$ cat src/rtl/bitseq_pkg.sv
// Shared types and constants for the bit-pattern sequencer.
package bitseq_pkg;

    typedef enum logic [1:0] {
        IDLE = 2'd0,
        RUN  = 2'd1,
        DONE = 2'd2
    } state_t;

    localparam logic [3:0] SEL_IDLE = 4'd0;

    // Bit i is the expected generator output for SEL code i+1.
    localparam logic [7:0] GOLDEN_PATTERN = 8'hB1;

endpackage

$ cat src/rtl/bitseq_baud_div.sv
// Bit-period divider: counts 0..CLK_DIV-1 and flags the terminal count.
module bitseq_baud_div #(
    parameter int CLK_DIV = 4
) (
    input  logic clk,
    input  logic rst_n,
    input  logic clear,
    output logic tc
);

    localparam int W = (CLK_DIV > 1) ? $clog2(CLK_DIV) : 1;
    localparam logic [W-1:0] LAST = W'(CLK_DIV - 1);

    logic [W-1:0] cnt;

    assign tc = (cnt == LAST);

    always_ff @(posedge clk) begin
        if (!rst_n || clear)
            cnt <= '0;
        else if (tc)
            cnt <= '0;
        else
            cnt <= cnt + W'(1);
    end

endmodule

$ cat src/rtl/bitgen_sequencer.sv
// Steps the generator SEL through 1..NUM_BITS and samples its bitstream once per bit.
// Optional golden-pattern checker enabled by BITSEQ_PATTERN_CHECK_EN (adds pattern_err).
module bitgen_sequencer
    import bitseq_pkg::*;
#(
    parameter int CLK_DIV  = 4,
    parameter int NUM_BITS = 8
) (
    input  logic       clk,
    input  logic       rst_n,
    input  logic       start,
    input  logic       continuous,
    input  logic       abort,
    input  logic       bit_in,
    output logic [3:0] sel,
    output logic       bit_out,
    output logic       bit_valid,
    output logic       busy,
    output logic       done
`ifdef BITSEQ_PATTERN_CHECK_EN
  , output logic       pattern_err
`endif
);

    localparam logic [3:0] LAST_SEL = 4'(NUM_BITS);

    state_t     state, state_nx;
    logic [3:0] sel_nx;
    logic       bit_out_nx, valid_nx;
    logic       cont_q, cont_nx;
    logic       tc, div_clear;

    // Divider is held at zero outside RUN and restarts on abort.
    assign div_clear = (state != RUN) || abort;

    bitseq_baud_div #(.CLK_DIV(CLK_DIV)) u_div (
        .clk   (clk),
        .rst_n (rst_n),
        .clear (div_clear),
        .tc    (tc)
    );

    assign busy = (state == RUN);
    assign done = (state == DONE);

`ifdef BITSEQ_PATTERN_CHECK_EN
    logic       err_nx;
    logic [2:0] gidx;
    assign gidx = 3'(sel - 4'd1);
`endif

    always_comb begin
        state_nx   = state;
        sel_nx     = sel;
        bit_out_nx = bit_out;
        valid_nx   = 1'b0;
        cont_nx    = cont_q;
`ifdef BITSEQ_PATTERN_CHECK_EN
        err_nx     = pattern_err;
`endif
        unique case (state)
            IDLE: begin
                sel_nx = SEL_IDLE;
                if (start && !abort) begin
                    state_nx = RUN;
                    sel_nx   = 4'd1;
                    cont_nx  = continuous;
`ifdef BITSEQ_PATTERN_CHECK_EN
                    err_nx   = 1'b0;
`endif
                end
            end
            RUN: begin
                if (abort) begin
                    state_nx = IDLE;
                    sel_nx   = SEL_IDLE;
                end else if (tc) begin
                    bit_out_nx = bit_in;
                    valid_nx   = 1'b1;
`ifdef BITSEQ_PATTERN_CHECK_EN
                    if (bit_in != GOLDEN_PATTERN[gidx])
                        err_nx = 1'b1;
`endif
                    if (sel < LAST_SEL) begin
                        sel_nx = sel + 4'd1;
                    end else if (cont_q) begin
                        sel_nx = 4'd1;
                    end else begin
                        state_nx = DONE;
                        sel_nx   = SEL_IDLE;
                    end
                end
            end
            DONE: begin
                state_nx = IDLE;
                sel_nx   = SEL_IDLE;
            end
            default: begin
                state_nx = IDLE;
                sel_nx   = SEL_IDLE;
            end
        endcase
    end

    always_ff @(posedge clk) begin
        if (!rst_n) begin
            state     <= IDLE;
            sel       <= SEL_IDLE;
            bit_out   <= 1'b0;
            bit_valid <= 1'b0;
            cont_q    <= 1'b0;
`ifdef BITSEQ_PATTERN_CHECK_EN
            pattern_err <= 1'b0;
`endif
        end else begin
            state     <= state_nx;
            sel       <= sel_nx;
            bit_out   <= bit_out_nx;
            bit_valid <= valid_nx;
            cont_q    <= cont_nx;
`ifdef BITSEQ_PATTERN_CHECK_EN
            pattern_err <= err_nx;
`endif
        end
    end

endmodule
$ cat config.mk
export PLATFORM = sky130hd
export DESIGN_NAME = bitgen_sequencer
export DESIGN_NICKNAME = d
export VERILOG_FILES = /design/src/rtl/bitseq_pkg.sv /design/src/rtl/bitseq_baud_div.sv /design/src/rtl/bitgen_sequencer.sv
export SDC_FILE = /design/constraint.sdc
export NUM_CORES = 1
export LEC_CHECK = 0
export BUFFER_PORTS_ARGS = -buffer_cell sky130_fd_sc_hd__buf_2
export CAP_MARGIN = 20
export CORE_AREA = 4 4 41 43
export DETAILED_ROUTE_END_ITERATION = 16
export DIE_AREA = 0 0 45 47
export GPL_TIMING_DRIVEN = 0
export SETUP_SLACK_MARGIN = 0.2
export SYNTH_ARGS = -nofsm -noshare
export SYNTH_HDL_FRONTEND = slang
export SYNTH_SLANG_ARGS = --single-unit
$ cat constraint.sdc
create_clock -name clk -period 3.7 [get_ports clk]
set_clock_uncertainty 0.1 [all_clocks]
set_input_delay 0 -clock clk [delete_from_list [all_inputs] [get_ports clk]]
set_output_delay 0 -clock clk [all_outputs]
set_load 0.05 [all_outputs]
# Word level (Yosys, flattened, before mapping)
# Index checks and enable logic that the tools add are counted.
# word_totals
register_bits,11
latchBits,0
ram_bits,0
mem_bits_ro,0
in_bits,6
out_inout_bits,8
wordCells,44
n_memories,0
# classes
n_addsub,2
mul,0
div,0
magnitude_cmp,1
eq_ne,8
n_shift,0
n_mux,13
n_bitwise,3
n_reduce_logical,11
# op_table
op,count
4-bit two-way mux,3
2-bit two-way mux,5
4-bit one-hot mux with 2 select lines,1
"3-bit inequality test, second input constant",2
"4-bit by 1-bit adder with 4-bit output, second input constant",1
"2-bit equality test, second input constant",2
"4-bit < comparator, second input constant",1
2-bit one-hot mux with 2 select lines,1
4-bit AND reduction,1
1-bit two-way mux,3
"3-bit by 2-bit inequality test with 1-bit output, second input constant",1
1-bit NOT,3
3-bit AND reduction,1
3-bit OR reduction,1
"2-bit by 1-bit adder with 2-bit output, second input constant",1
"2-bit by 1-bit equality test with 1-bit output, second input constant",1
1-bit zero test,2
2-bit zero test,1
1-bit logical OR,2
"2-bit by 1-bit inequality test with 1-bit output, second input constant",1
"2-bit inequality test, second input constant",1
2-bit AND reduction,1
2-bit OR reduction,1
1-bit logical AND,1

# Logic depth before layout (Yosys ltp)
# depth
ltp_word,5
mapped_depth,5
mapped_depth_nobuf,4

# Cells and area by module
# A second synthesis with hierarchy kept.
# hier_totals
hier_cells,51
hier_area_um2,525.5
# by_module_without_submodules
module,n_inst,cells_per_inst,area_each_um2,seq_area_each_um2
bitgen_sequencer,1,46,445.4,180.2
bitseq_baud_div,1,5,80.1,40.0

# Least setup slack after synthesis
# OpenSTA, ideal clock, no wires.
# synth_path
kind,flip-flop to flip-flop
startpoint,register sel[0]
endpoint,register sel[2]
setup_time_ns,0.071
arrival_time_ns,1.221
required_ns,3.529
slack_ns,2.308
path_stages_with_launch,5
n_path_buf,0
synth_period_minus_slack_ns,1.392
cell_sequence,dfxtp_1 -> ha_1 -> nand3b_1 -> a21o_1 -> a21oi_1
# synth_via
elab_chain_len,5
elab_cells_between_ends,6
cone_classes,add/sub: 1; order compare: 1; mux: 4
# synth_rtl
element,line_no,rtl
from (decl),bitgen_sequencer.sv:15,"output logic [3:0] sel,"
from (signal assigned),bitgen_sequencer.sv:117,sel <= sel_nx;
4-bit by 1-bit adder with 4-bit output / 4-bit < comparator (equally long branches),"bitgen_sequencer.sv:85, bitgen_sequencer.sv:84",
4-bit two-way mux (*),bitgen_sequencer.sv:84,if (sel < LAST_SEL) begin
4-bit two-way mux (*),bitgen_sequencer.sv:77,end else if (tc) begin
4-bit two-way mux (*),bitgen_sequencer.sv:74,if (abort) begin
4-bit one-hot mux with 2 select lines (*),bitgen_sequencer.sv:61,unique case (state)
# Every way passes the cells marked *; elsewhere a longest branch is shown, timed or not. The select of a mux whose other input is x is not followed.
# A chain may end at the register's enable or synchronous reset.

# Worst setup path in the final report
# layout_path
startpoint,register state[1]
endpoint,register cont_q
# layout_via
elab_chain_len,2
# layout_rtl
element,line_no,rtl
from (decl),bitgen_sequencer.sv:27,"state_t state, state_nx;"
from (signal assigned),bitgen_sequencer.sv:116,state <= state_nx;
2-bit zero test,bitgen_sequencer.sv:61,
2-bit AND reduction (no source line),n/a,
to (signal assigned),bitgen_sequencer.sv:120,cont_q <= cont_nx;
to (decl),bitgen_sequencer.sv:30,"logic cont_q, cont_nx;"
# Every way passes these cells.

==> results_dict.tcl <==
set metrics [dict create \
    via_per_inst 5.012 \
    min_period_ns 1.847 \
    cp-end-kind "flip-flop" \
    path_class "flip-flop to flip-flop" \
    routed_wirelength_um 975 \
    antenna_left 0 \
    die_h_um 47 \
    cts_resized 0 \
    cts_root_buf "clkbuf_4" \
    critPathTopFamily "buffers and inverters" \
    place_congestion 0.6039 \
    clockBufferDepth 2 \
    topRoutingLayerUsed "met4" \
    crit_chain "nor4b_2 > mux2i_1 > nor2b_1 > dlygate4sd3_1" \
    rows 13 \
    holdWs_ns 0.03378 \
    post_cts_buffers 0 \
    slew_headroom 0.7317 \
    cts.sinks 11 \
    power_density_nw_per_um2 342.8 \
    max_freq_ghz 0.5414 \
    final_max_slew_viol_count 0 \
    r2r-start "state[1]$_SDFFE_PN0P_" \
    power.switching_w 0.00004992 \
    grt_overflow 0 \
    setup_viol 0 \
    dieArea_um2 2115 \
    hold_buffers 4 \
    dieWidth_um 45 \
    port_buffers 13 \
    rsz0062_at_grt "no" \
    finalSetupTns_ns 0 \
    wl_per_cell_um 11.47 \
    p_clk_frac 0.354 \
    met1Wirelength_um 456 \
    worstPathRequired_ns 3.75 \
    seq_area_frac_synth 0.4444 \
    switching_share 0.2256 \
    critPathLaunchType "flip-flop" \
    insertion_delay_ns 0.26 \
    hold_path_class "input port to flip-flop" \
    path_buf_inv 1 \
    cts_tree "yes" \
    combPwrFrac 0.092 \
    antenna_found_initial 0 \
    yosysWarnings 0 \
    path_clk_slew_ns 0.06 \
    core_um2 1301 \
    p_leak_nw 0.2916 \
    ys_ff_latch 11 \
    syn_inst 49 \
    irDropWorstVdd_uv 280.5 \
    ys_types 25 \
    place_area_um2 579.3 \
    track_usage 0.1129 \
    drv_cap 0 \
    startpoint "state[1]$_SDFFE_PN0P_" \
    fin_crit_sh 0.4992 \
    fin_nets 79 \
    synth.avg_cell_area_um2 10.11 \
    worstHoldStart "abort" \
    cts_buffers 3 \
    htreeDepth 1 \
    hold_viol 0 \
    first_pass_iters 2 \
    cpPeakStageDelay_ns 0.54 \
    dpl.hpwl_um 733.4 \
    grt_pass1_wl_um 1662 \
    start_util 0.3808 \
    slowest_stage "dlygate4sd3_1" \
    cp_max_fo 5 \
    ios 14 \
    fin_area_um2 645.6 \
    initialDrtViolationCount 5 \
    syn_nets 57 \
    dr_total_vias 426 \
    p_seq_frac 0.554 \
    wl_met2_um 460 \
    worst_slew_pin_slew_ns 0.4013 \
    diodes 0 \
    arrival_ns 1.90 \
    total_power_w 0.0002213 \
    route.detailed.drc 0 \
    drive_gt1_frac 0.2857 \
    grt_pass1_vias 407 \
    p_int_w 0.0001714 \
    syn-cell-area_um2 495.5 \
    area_delta_synth_final_pct 30.30 \
    grt_max_degree 11 \
    met3WireLength_um 52 \
    status "completed" \
]
[per-layer routing]
metal  up-vias  GRT usage
met2         8     0.1751
li1        220          -
met1       196     0.1366
met5         -          0
met3         2    0.06897
met4         0    0.01754
[worst paths after layout]
path	end	slack, ns	cells past startpoint
setup reg to reg	cont_q$_SDFFE_PN0P_	1.85	4
setup / recovery	cont_q$_SDFFE_PN0P_	1.85	4
hold / removal	sel[1]$_SDFFE_PN0P_	0.03	4
hold reg to reg	u_div.cnt[0]$_SDFF_PP0_	0.33	1
[cell families (layout without fill, tap and decap cells)]
logic type	count (synthesis)	after routing	share of synthesized area
AOI/OAI and AO/OA	9	9	0.1313
DFF	11	11	0.4444
buffers and inverters	3	24	0.02525
and+or+nand+nor	22	22	0.3055
muxes	2	2	0.04293
adders and majority gates	2	2	0.05050
[flip-flops by register name, summed over array words and instances, names as in the netlist]
name,flops
bit_valid,1
u_div.cnt,2
state,2
bit_out,1
sel,4
cont_q,1
[synth_stat cells]
library cell  count  share of area
a21boi_1          1          0.015
and2_1            1          0.013
nor2b_1           2          0.025
o21a_1            1          0.015
ha_1              2          0.050
inv_1             2          0.015
nand3b_1          3          0.045
nor2_1            4          0.030
nor3b_2           1          0.025
nor3_1            1          0.010
and2b_1           1          0.015
a21o_1            1          0.015
a31oi_1           1          0.013
and3_1            2          0.025
buf_2             1          0.010
o311ai_1          1          0.018
dfxtp_1          11           0.44
a21oi_1           2          0.020
nand4bb_1         1          0.023
mux2_2            1          0.023
nand4_1           1          0.013
nor4b_2           1          0.030
mux2i_1           1          0.020
o2bb2ai_1         2          0.035
nand2b_1          4          0.050
[tightest hold or removal path, cell delays in order]
cell and delay (ns):
buf_2 0.13, nor3b_2 0.08, nand3b_1 0.08, o2bb2ai_1 0.06
[area by class of cell]
type	instances	area (um^2)
Sequential cell	11	220.2
Buffer	1	5.005
Inverter	2	7.507
Multi-Input combinational cell	35	262.8
Fill cell	145	655.6
Clock buffer	4	26.28
Timing Repair Buffer	17	105.1
Tap cell	15	18.77
[power groups by stage]
stage	clock network (W)	registers, W	logic (W)
2_1_floorplan	0	0.000127	0.00000947
3_3_place_gp	0	0.000125	0.0000180
3_5_place_dp	0	0.000125	0.0000180
4_1_cts	0.0000822	0.000123	0.0000204
5_1_grt	0.0000902	0.000123	0.0000225
6_report	0.0000783	0.000123	0.0000203
[layout by cell type, fill, tap and decap left out]
cell / count
dfxtp_1: 11
and2b_1: 1
mux2i_1: 1
o2bb2ai_1: 2
a21oi_1: 2
mux2_2: 1
nand3b_1: 3
inv_1: 2
dlygate4sd3_1: 4
a21o_1: 1
nand4bb_1: 1
nor2b_1: 2
clkbuf_1: 1
a31oi_1: 1
clkbuf_4: 3
nor2_1: 4
a21boi_1: 1
o21a_1: 1
and2_1: 1
nor4b_2: 1
buf_2: 14
nand2b_1: 4
nor3_1: 1
ha_1: 2
o311ai_1: 1
nor3b_2: 1
nand4_1: 1
and3_1: 2
[stage by stage]
stage,setup slack [ns],utilization,instances
floorplan,2.308,-,49
global placement,2.352,0.4452,77
detailed placement,2.363,0.4452,77
CTS,1.846,0.4962,85
global route,1.726,0.4962,85
finish,1.853,0.4962,85
Power figures use the tool's default switching activity.
